$ cat config.mk
export PLATFORM = sky130hd
export DESIGN_NAME = alu_uart_host
export DESIGN_NICKNAME = d
export VERILOG_FILES = /design/src/rtl/alu_uart_pkg.sv /design/src/rtl/alu_uart_timeout.sv /design/src/rtl/alu_uart_host.sv
export SDC_FILE = /design/constraint.sdc
export NUM_CORES = 1
export LEC_CHECK = 0
export CAP_MARGIN = 20
export CORE_ASPECT_RATIO = 1.25
export CORE_MARGIN = 4
export CORE_UTILIZATION = 53
export CTS_CLUSTER_SIZE = 16
export DETAILED_ROUTE_END_ITERATION = 10
export HOLD_SLACK_MARGIN = 0.1
export PLACE_DENSITY = 0.76
export SKIP_CTS_REPAIR_TIMING = 1
export SYNTH_ARGS = -nofsm -noshare
export SYNTH_HDL_FRONTEND = slang
export SYNTH_SLANG_ARGS = --single-unit
$ cat constraint.sdc
create_clock -name clk -period 3 [get_ports clk]
set_input_delay 0.45 -clock clk [delete_from_list [all_inputs] [get_ports clk]]
set_output_delay 0.45 -clock clk [all_outputs]
set_load 0.01 [all_outputs]
$ cat src/rtl/alu_uart_pkg.sv
// Shared definitions for the UART-attached ALU link: FSM states, frame sizes,
// opcode encodings and the command-frame byte selector.
package alu_uart_pkg;

  typedef enum logic [2:0] {
    IDLE,
    SEND,
    GAP,
    WAIT_RX,
    DONE
  } state_t;

  localparam int CMD_BYTES  = 5;
  localparam int RESP_BYTES = 2;
  localparam int OP_W       = 3;

  localparam logic [OP_W-1:0] OP_ADD = 3'd0;
  localparam logic [OP_W-1:0] OP_SUB = 3'd1;
  localparam logic [OP_W-1:0] OP_AND = 3'd2;
  localparam logic [OP_W-1:0] OP_OR  = 3'd3;
  localparam logic [OP_W-1:0] OP_XOR = 3'd4;
  localparam logic [OP_W-1:0] OP_SLT = 3'd5;
  localparam logic [OP_W-1:0] OP_SLL = 3'd6;
  localparam logic [OP_W-1:0] OP_SRL = 3'd7;

  // Command frame is big-endian A, big-endian B, then the zero-padded opcode.
  function automatic logic [7:0] cmd_byte(input logic [15:0]     a,
                                          input logic [15:0]     b,
                                          input logic [OP_W-1:0] op,
                                          input logic [2:0]      idx);
    case (idx)
      3'd0:    cmd_byte = a[15:8];
      3'd1:    cmd_byte = a[7:0];
      3'd2:    cmd_byte = b[15:8];
      3'd3:    cmd_byte = b[7:0];
      default: cmd_byte = {5'b0, op};
    endcase
  endfunction

endpackage

$ cat src/rtl/alu_uart_timeout.sv
// Loadable down-counter with a terminal-count flag; o_tc is high while the
// count sits at zero. Shared between host and bridge-side controllers.
module alu_uart_timeout #(
  parameter int unsigned LOAD_VALUE = 1
) (
  input  logic clk,
  input  logic rst_n,
  input  logic i_load,
  input  logic i_en,
  output logic o_tc
);

  localparam int unsigned CW = (LOAD_VALUE > 1) ? $clog2(LOAD_VALUE + 1) : 1;

  logic [CW-1:0] r_count;

  always_ff @(posedge clk or negedge rst_n) begin
    if (!rst_n) begin
      r_count <= '0;
    end else if (i_load) begin
      r_count <= CW'(LOAD_VALUE);
    end else if (i_en && (r_count != '0)) begin
      r_count <= r_count - CW'(1);
    end
  end

  assign o_tc = (r_count == '0);

endmodule

$ cat src/rtl/alu_uart_host.sv
// Host-side ALU command initiator: serializes one request into a 5-byte frame
// over a byte-level uart_tx and returns the 2-byte result or a timeout error.
module alu_uart_host
  import alu_uart_pkg::*;
#(
  parameter int          N              = 16,
  parameter int unsigned TIMEOUT_CYCLES = 2000000
) (
  input  logic            clk,
  input  logic            rst,
  input  logic            req_valid,
  output logic            req_ready,
  input  logic [N-1:0]    req_a,
  input  logic [N-1:0]    req_b,
  input  logic [OP_W-1:0] req_op,
  output logic            resp_valid,
  input  logic            resp_ready,
  output logic [N-1:0]    resp_result,
  output logic            resp_timeout,
  output logic [7:0]      tx_data,
  output logic            tx_start,
  input  logic            tx_busy,
  input  logic [7:0]      rx_data,
  input  logic            rx_valid
);

  state_t          r_state, w_state_next;
  logic [2:0]      r_idx, w_idx_next;
  logic [N-1:0]    r_a, w_a_next;
  logic [N-1:0]    r_b, w_b_next;
  logic [OP_W-1:0] r_op, w_op_next;
  logic [7:0]      r_hi, w_hi_next;
  logic            r_guard, w_guard_next;
  logic [7:0]      r_tx_data, w_tx_data_next;
  logic            r_tx_start, w_tx_start_next;
  logic            r_resp_valid, w_resp_valid_next;
  logic [N-1:0]    r_resp_result, w_resp_result_next;
  logic            r_resp_timeout, w_resp_timeout_next;

  logic w_to_load;
  logic w_to_en;
  logic w_to_tc;

  // Loaded with TIMEOUT_CYCLES-1 so the terminal count is reached after
  // exactly TIMEOUT_CYCLES silent cycles following entry or the last byte.
  alu_uart_timeout #(
    .LOAD_VALUE(TIMEOUT_CYCLES - 1)
  ) u_timeout (
    .clk   (clk),
    .rst_n (rst),
    .i_load(w_to_load),
    .i_en  (w_to_en),
    .o_tc  (w_to_tc)
  );

  always_ff @(posedge clk or negedge rst) begin
    if (!rst) begin
      r_state        <= IDLE;
      r_idx          <= '0;
      r_a            <= '0;
      r_b            <= '0;
      r_op           <= '0;
      r_hi           <= '0;
      r_guard        <= 1'b0;
      r_tx_data      <= '0;
      r_tx_start     <= 1'b0;
      r_resp_valid   <= 1'b0;
      r_resp_result  <= '0;
      r_resp_timeout <= 1'b0;
    end else begin
      r_state        <= w_state_next;
      r_idx          <= w_idx_next;
      r_a            <= w_a_next;
      r_b            <= w_b_next;
      r_op           <= w_op_next;
      r_hi           <= w_hi_next;
      r_guard        <= w_guard_next;
      r_tx_data      <= w_tx_data_next;
      r_tx_start     <= w_tx_start_next;
      r_resp_valid   <= w_resp_valid_next;
      r_resp_result  <= w_resp_result_next;
      r_resp_timeout <= w_resp_timeout_next;
    end
  end

  always_comb begin
    w_state_next        = r_state;
    w_idx_next          = r_idx;
    w_a_next            = r_a;
    w_b_next            = r_b;
    w_op_next           = r_op;
    w_hi_next           = r_hi;
    w_guard_next        = r_guard;
    w_tx_data_next      = r_tx_data;
    w_tx_start_next     = 1'b0;
    w_resp_valid_next   = r_resp_valid;
    w_resp_result_next  = r_resp_result;
    w_resp_timeout_next = r_resp_timeout;
    w_to_load           = 1'b0;
    w_to_en             = 1'b0;

    case (r_state)
      IDLE: begin
        if (req_valid) begin
          w_a_next     = req_a;
          w_b_next     = req_b;
          w_op_next    = req_op;
          w_idx_next   = '0;
          w_state_next = SEND;
        end
      end
      SEND: begin
        if (!tx_busy) begin
          w_tx_data_next  = cmd_byte(r_a, r_b, r_op, r_idx);
          w_tx_start_next = 1'b1;
          w_guard_next    = 1'b1;
          w_state_next    = GAP;
        end
      end
      GAP: begin
        // The first GAP cycle is the one carrying tx_start; uart_tx cannot
        // have raised busy yet, so it must not be read as "done".
        if (r_guard) begin
          w_guard_next = 1'b0;
        end else if (!tx_busy) begin
          if (r_idx == 3'(CMD_BYTES - 1)) begin
            w_idx_next   = '0;
            w_to_load    = 1'b1;
            w_state_next = WAIT_RX;
          end else begin
            w_idx_next   = r_idx + 3'd1;
            w_state_next = SEND;
          end
        end
      end
      WAIT_RX: begin
        // A byte on the terminal-count cycle takes priority over the timeout.
        if (rx_valid) begin
          w_to_load = 1'b1;
          if (r_idx == 3'(RESP_BYTES - 1)) begin
            w_resp_result_next  = {r_hi, rx_data};
            w_resp_timeout_next = 1'b0;
            w_resp_valid_next   = 1'b1;
            w_state_next        = DONE;
          end else begin
            w_hi_next  = rx_data;
            w_idx_next = r_idx + 3'd1;
          end
        end else if (w_to_tc) begin
          w_resp_result_next  = '0;
          w_resp_timeout_next = 1'b1;
          w_resp_valid_next   = 1'b1;
          w_state_next        = DONE;
        end else begin
          w_to_en = 1'b1;
        end
      end
      DONE: begin
        if (resp_ready) begin
          w_resp_valid_next   = 1'b0;
          w_resp_timeout_next = 1'b0;
          w_state_next        = IDLE;
        end
      end
      default: begin
        w_state_next = IDLE;
      end
    endcase
  end

  assign req_ready    = (r_state == IDLE);
  assign resp_valid   = r_resp_valid;
  assign resp_result  = r_resp_result;
  assign resp_timeout = r_resp_timeout;
  assign tx_data      = r_tx_data;
  assign tx_start     = r_tx_start;

endmodule

==> flow_metrics.env <==
export IMPL_grt_overflow=0
export IMPL_r2r_slack_ps=500
export IMPL_grt_pass1_wl_mm=15.0
export IMPL_viasPerCell=5.91
export IMPL_multi_input_area_sq_mm=0.00182
export IMPL_num_vias=3202
export IMPL_synth_flop_cell="dfrtp_1"
export IMPL_seq_area_sq_mm=0.00245
export IMPL_muxShareOfSynthArea=0.109
export IMPL_worstSetupStartpointType="register"
export IMPL_crit_arrival_ps=2720
export IMPL_tightest_slew_ps=758
export IMPL_finClkSkew_ps=9.83
export IMPL_die_y_um=110
export IMPL_cp_max_fo=18
export IMPL_ys_top_cells_by_area="dfrtp_1 (55%), mux2_2 (11%), a22o_1 (4.2%)"
export IMPL_drc=0
export IMPL_fillers=624
export IMPL_synth_fa_ha_area_frac=0.0198
export IMPL_endpoint="u_timeout.r_count[4]"
export IMPL_ir_drop_mv=0.466
export IMPL_synth_warnings=0
export IMPL_synth_xor_area_share=0.0119
export IMPL_fmax_ghz=0.400
export IMPL_antenna_found_initial=0
export IMPL_ys_seq_elements=98
export IMPL_drv_cap=0
export IMPL_cts_sinks=98
export IMPL_synth_distinct_cells=50
export IMPL_cts_max_level=3
export IMPL_syn_nets=430
export IMPL_synth_top_area_cell="dfrtp_1"
export IMPL_yosys_top_cells_count="dfrtp_1 (98), mux2_2 (43), a22o_1 (21), clkbuf_1 (20), nand2_1 (20)"
export IMPL_hold_viol_final=0
export IMPL_placed_area_sq_mm=0.00523
export IMPL_async_flop_share=1.00
export IMPL_slew_viol_final=0
export IMPL_crit_start="u_timeout.r_count[8]"
export IMPL_synth_cells=374
export IMPL_cts_buffer_depth=2
export IMPL_hold_class="in -> async"
export IMPL_yosysMostFrequentCell="dfrtp_1"
export IMPL_fin_nets=496
export IMPL_final_cell_area_sq_mm=0.00542
export IMPL_gr_usage_all_layers=0.190
export IMPL_clkLatencyLatePin_ps=370
export IMPL_netlist_area_leader_share=0.554
export IMPL_r2r_end="u_timeout.r_count[4]"
export IMPL_synth_top_family_by_area="compound AO/OA/AOI/OAI gates"
export IMPL_r2r_cells=5
export IMPL_period_share=0.832
export IMPL_die_area_sq_mm=0.00988
export IMPL_numPortBuffers=76
export IMPL_netlist_area_sq_mm=0.00442
export IMPL_status="completed"
export IMPL_critical_path_class="reg -> reg"
export IMPL_cp_end_kind="register"
export IMPL_syn_to_final_growth_pct=22.4
export IMPL_drt_iter0_drc=177
export IMPL_synth_edf_count=0
export IMPL_drive_gt1_frac=0.162
export IMPL_antenna_left=0
export IMPL_start_util=0.540
export IMPL_rsz0062_at_grt="no"
export IMPL_rows=37
export IMPL_dp_hpwl_mm=6.60
export IMPL_cts_buffers=9
export IMPL_io_pins=77
export IMPL_cp_required_ps=3230
export IMPL_core_area_sq_mm=0.00819
export IMPL_finalWirelength_mm=9.24
export IMPL_p_per_area_mw_per_mm2=915
export IMPL_synth_avg_cell_area_sq_um=11.8
export IMPL_finalSetupViolCount=0
export IMPL_power_leakage_nw=2.24
export IMPL_clk_pin_slew_worst_paths_ps=100
export IMPL_grt_pass1_vias=3144
export IMPL_place_congestion=0.897
export IMPL_grt_start_max_net_pins=49
export IMPL_seq_area_frac_synth=0.554
export IMPL_slew_headroom=0.495
export IMPL_first_pass_iters=4
export IMPL_synth_compound_area_frac=0.165
export IMPL_fin_setup_tns_ps=0
export IMPL_synth_simple_area_share=0.104
export IMPL_r2r_start="u_timeout.r_count[8]"
export IMPL_cts_root_buf="clkbuf_8"
export IMPL_wl_per_cell_um=17.1
export IMPL_period_minus_slack_ps=2500
export IMPL_diodes=0
export IMPL_cts_tree="built"
export IMPL_chipWidth_um=89.7
-- worst min path at each step --
| stage | endpoint | slack [ps] |
|---|---|---|
| global route | u_timeout.r_count[10] | 120 |
| detailed placement | resp_result[8] | 480 |
| finish | u_timeout.r_count[10] | 70 |
| floorplan | r_a[0] | 150 |
| global placement | resp_result[12] | 470 |
| CTS | u_timeout.r_count[10] | 90 |
-- final cells by class --
| class | count | area share |
|---|---|---|
| multi-input cells | 241 | 0.335 |
| well taps | 97 | 0.0224 |
| clock buffers | 9 | 0.0229 |
| clock inverters | 7 | 0.0113 |
| inverters | 9 | 0.00624 |
| repair buffers | 81 | 0.149 |
| flip-flops and latches | 98 | 0.453 |
-- worst max-delay path, cell delays in order (launching register included) --
cell	delay (ps)
dfrtp_1	420
or3_4	420
or4bb_1	680
o21a_1	430
a311oi_1	340
a41oi_1	70
-- power by group --
| group | internal [mW] | switching [mW] |
|---|---|---|
| Clock | 0.317 | 0.486 |
| Sequential | 1.90 | 0.414 |
| Combinational | 1.04 | 0.801 |
-- sequential cells by signal (all words and copies together), names as in the netlist --
register / count
r_state: 3
resp_timeout: 1
tx_data: 8
r_idx: 3
r_guard: 1
r_hi: 8
r_a: 16
resp_valid: 1
r_b: 16
u_timeout.r_count: 21
r_op: 3
tx_start: 1
resp_result: 16
-- per-layer routing --
layer / track usage / vias up / wire (um)
met5: 0 / - / 0
met4: 0.0975 / 0 / 191
met3: 0.0401 / 17 / 624
met2: 0.313 / 96 / 4470
met1: 0.239 / 1569 / 3960
li1: - / 1520 / -
-- through the flow --
| stage | hold WS, ps | setup WS (ps) | utilization | total power [mW] | instances |
|---|---|---|---|---|---|
| 2_1_floorplan | 154 | 769 | - | 3.44 | 374 |
| 3_3_place_gp | 468 | 595 | 0.638 | 4.11 | 526 |
| 3_5_place_dp | 475 | 504 | 0.638 | 4.20 | 526 |
| 4_1_cts | 91.8 | 514 | 0.661 | 5.00 | 542 |
| 5_1_grt | 120 | 267 | 0.661 | 5.29 | 542 |
| 6_report | 74.5 | 503 | 0.661 | 4.96 | 542 |
-- kinds of logic (layout without fill, tap and decap cells) --
family	count (synthesis)	in the layout
compound gates	104	104
fa+ha+maj	7	7
simple gates	81	81
buf+inv	35	106
xor+xnor	6	6
mux	43	43
flops	98	98
-- placed cells by master (no fill, tap or decap), types with 2 or more instances in the layout --
cell type,count
o211ai_1,3
clkbuf_8,9
a31oi_1,6
o2111ai_1,2
o21ai_0,18
o211ai_2,2
and2_1,4
a22oi_1,16
dfrtp_1,98
a21oi_1,17
or4_1,3
o21a_1,2
buf_4,5
clkinv_4,2
a22o_1,21
inv_1,9
nor2b_1,3
nor4_1,3
inv_8,2
nand2_1,20
clkdlybuf4s50_1,75
nor3_1,8
o31ai_1,6
and4_1,3
xor2_1,6
ha_1,7
or3_1,7
nand3_1,3
mux2_2,43
a211oi_1,3
nor2_1,15
No activity file was read; power rests on OpenSTA's default activity.
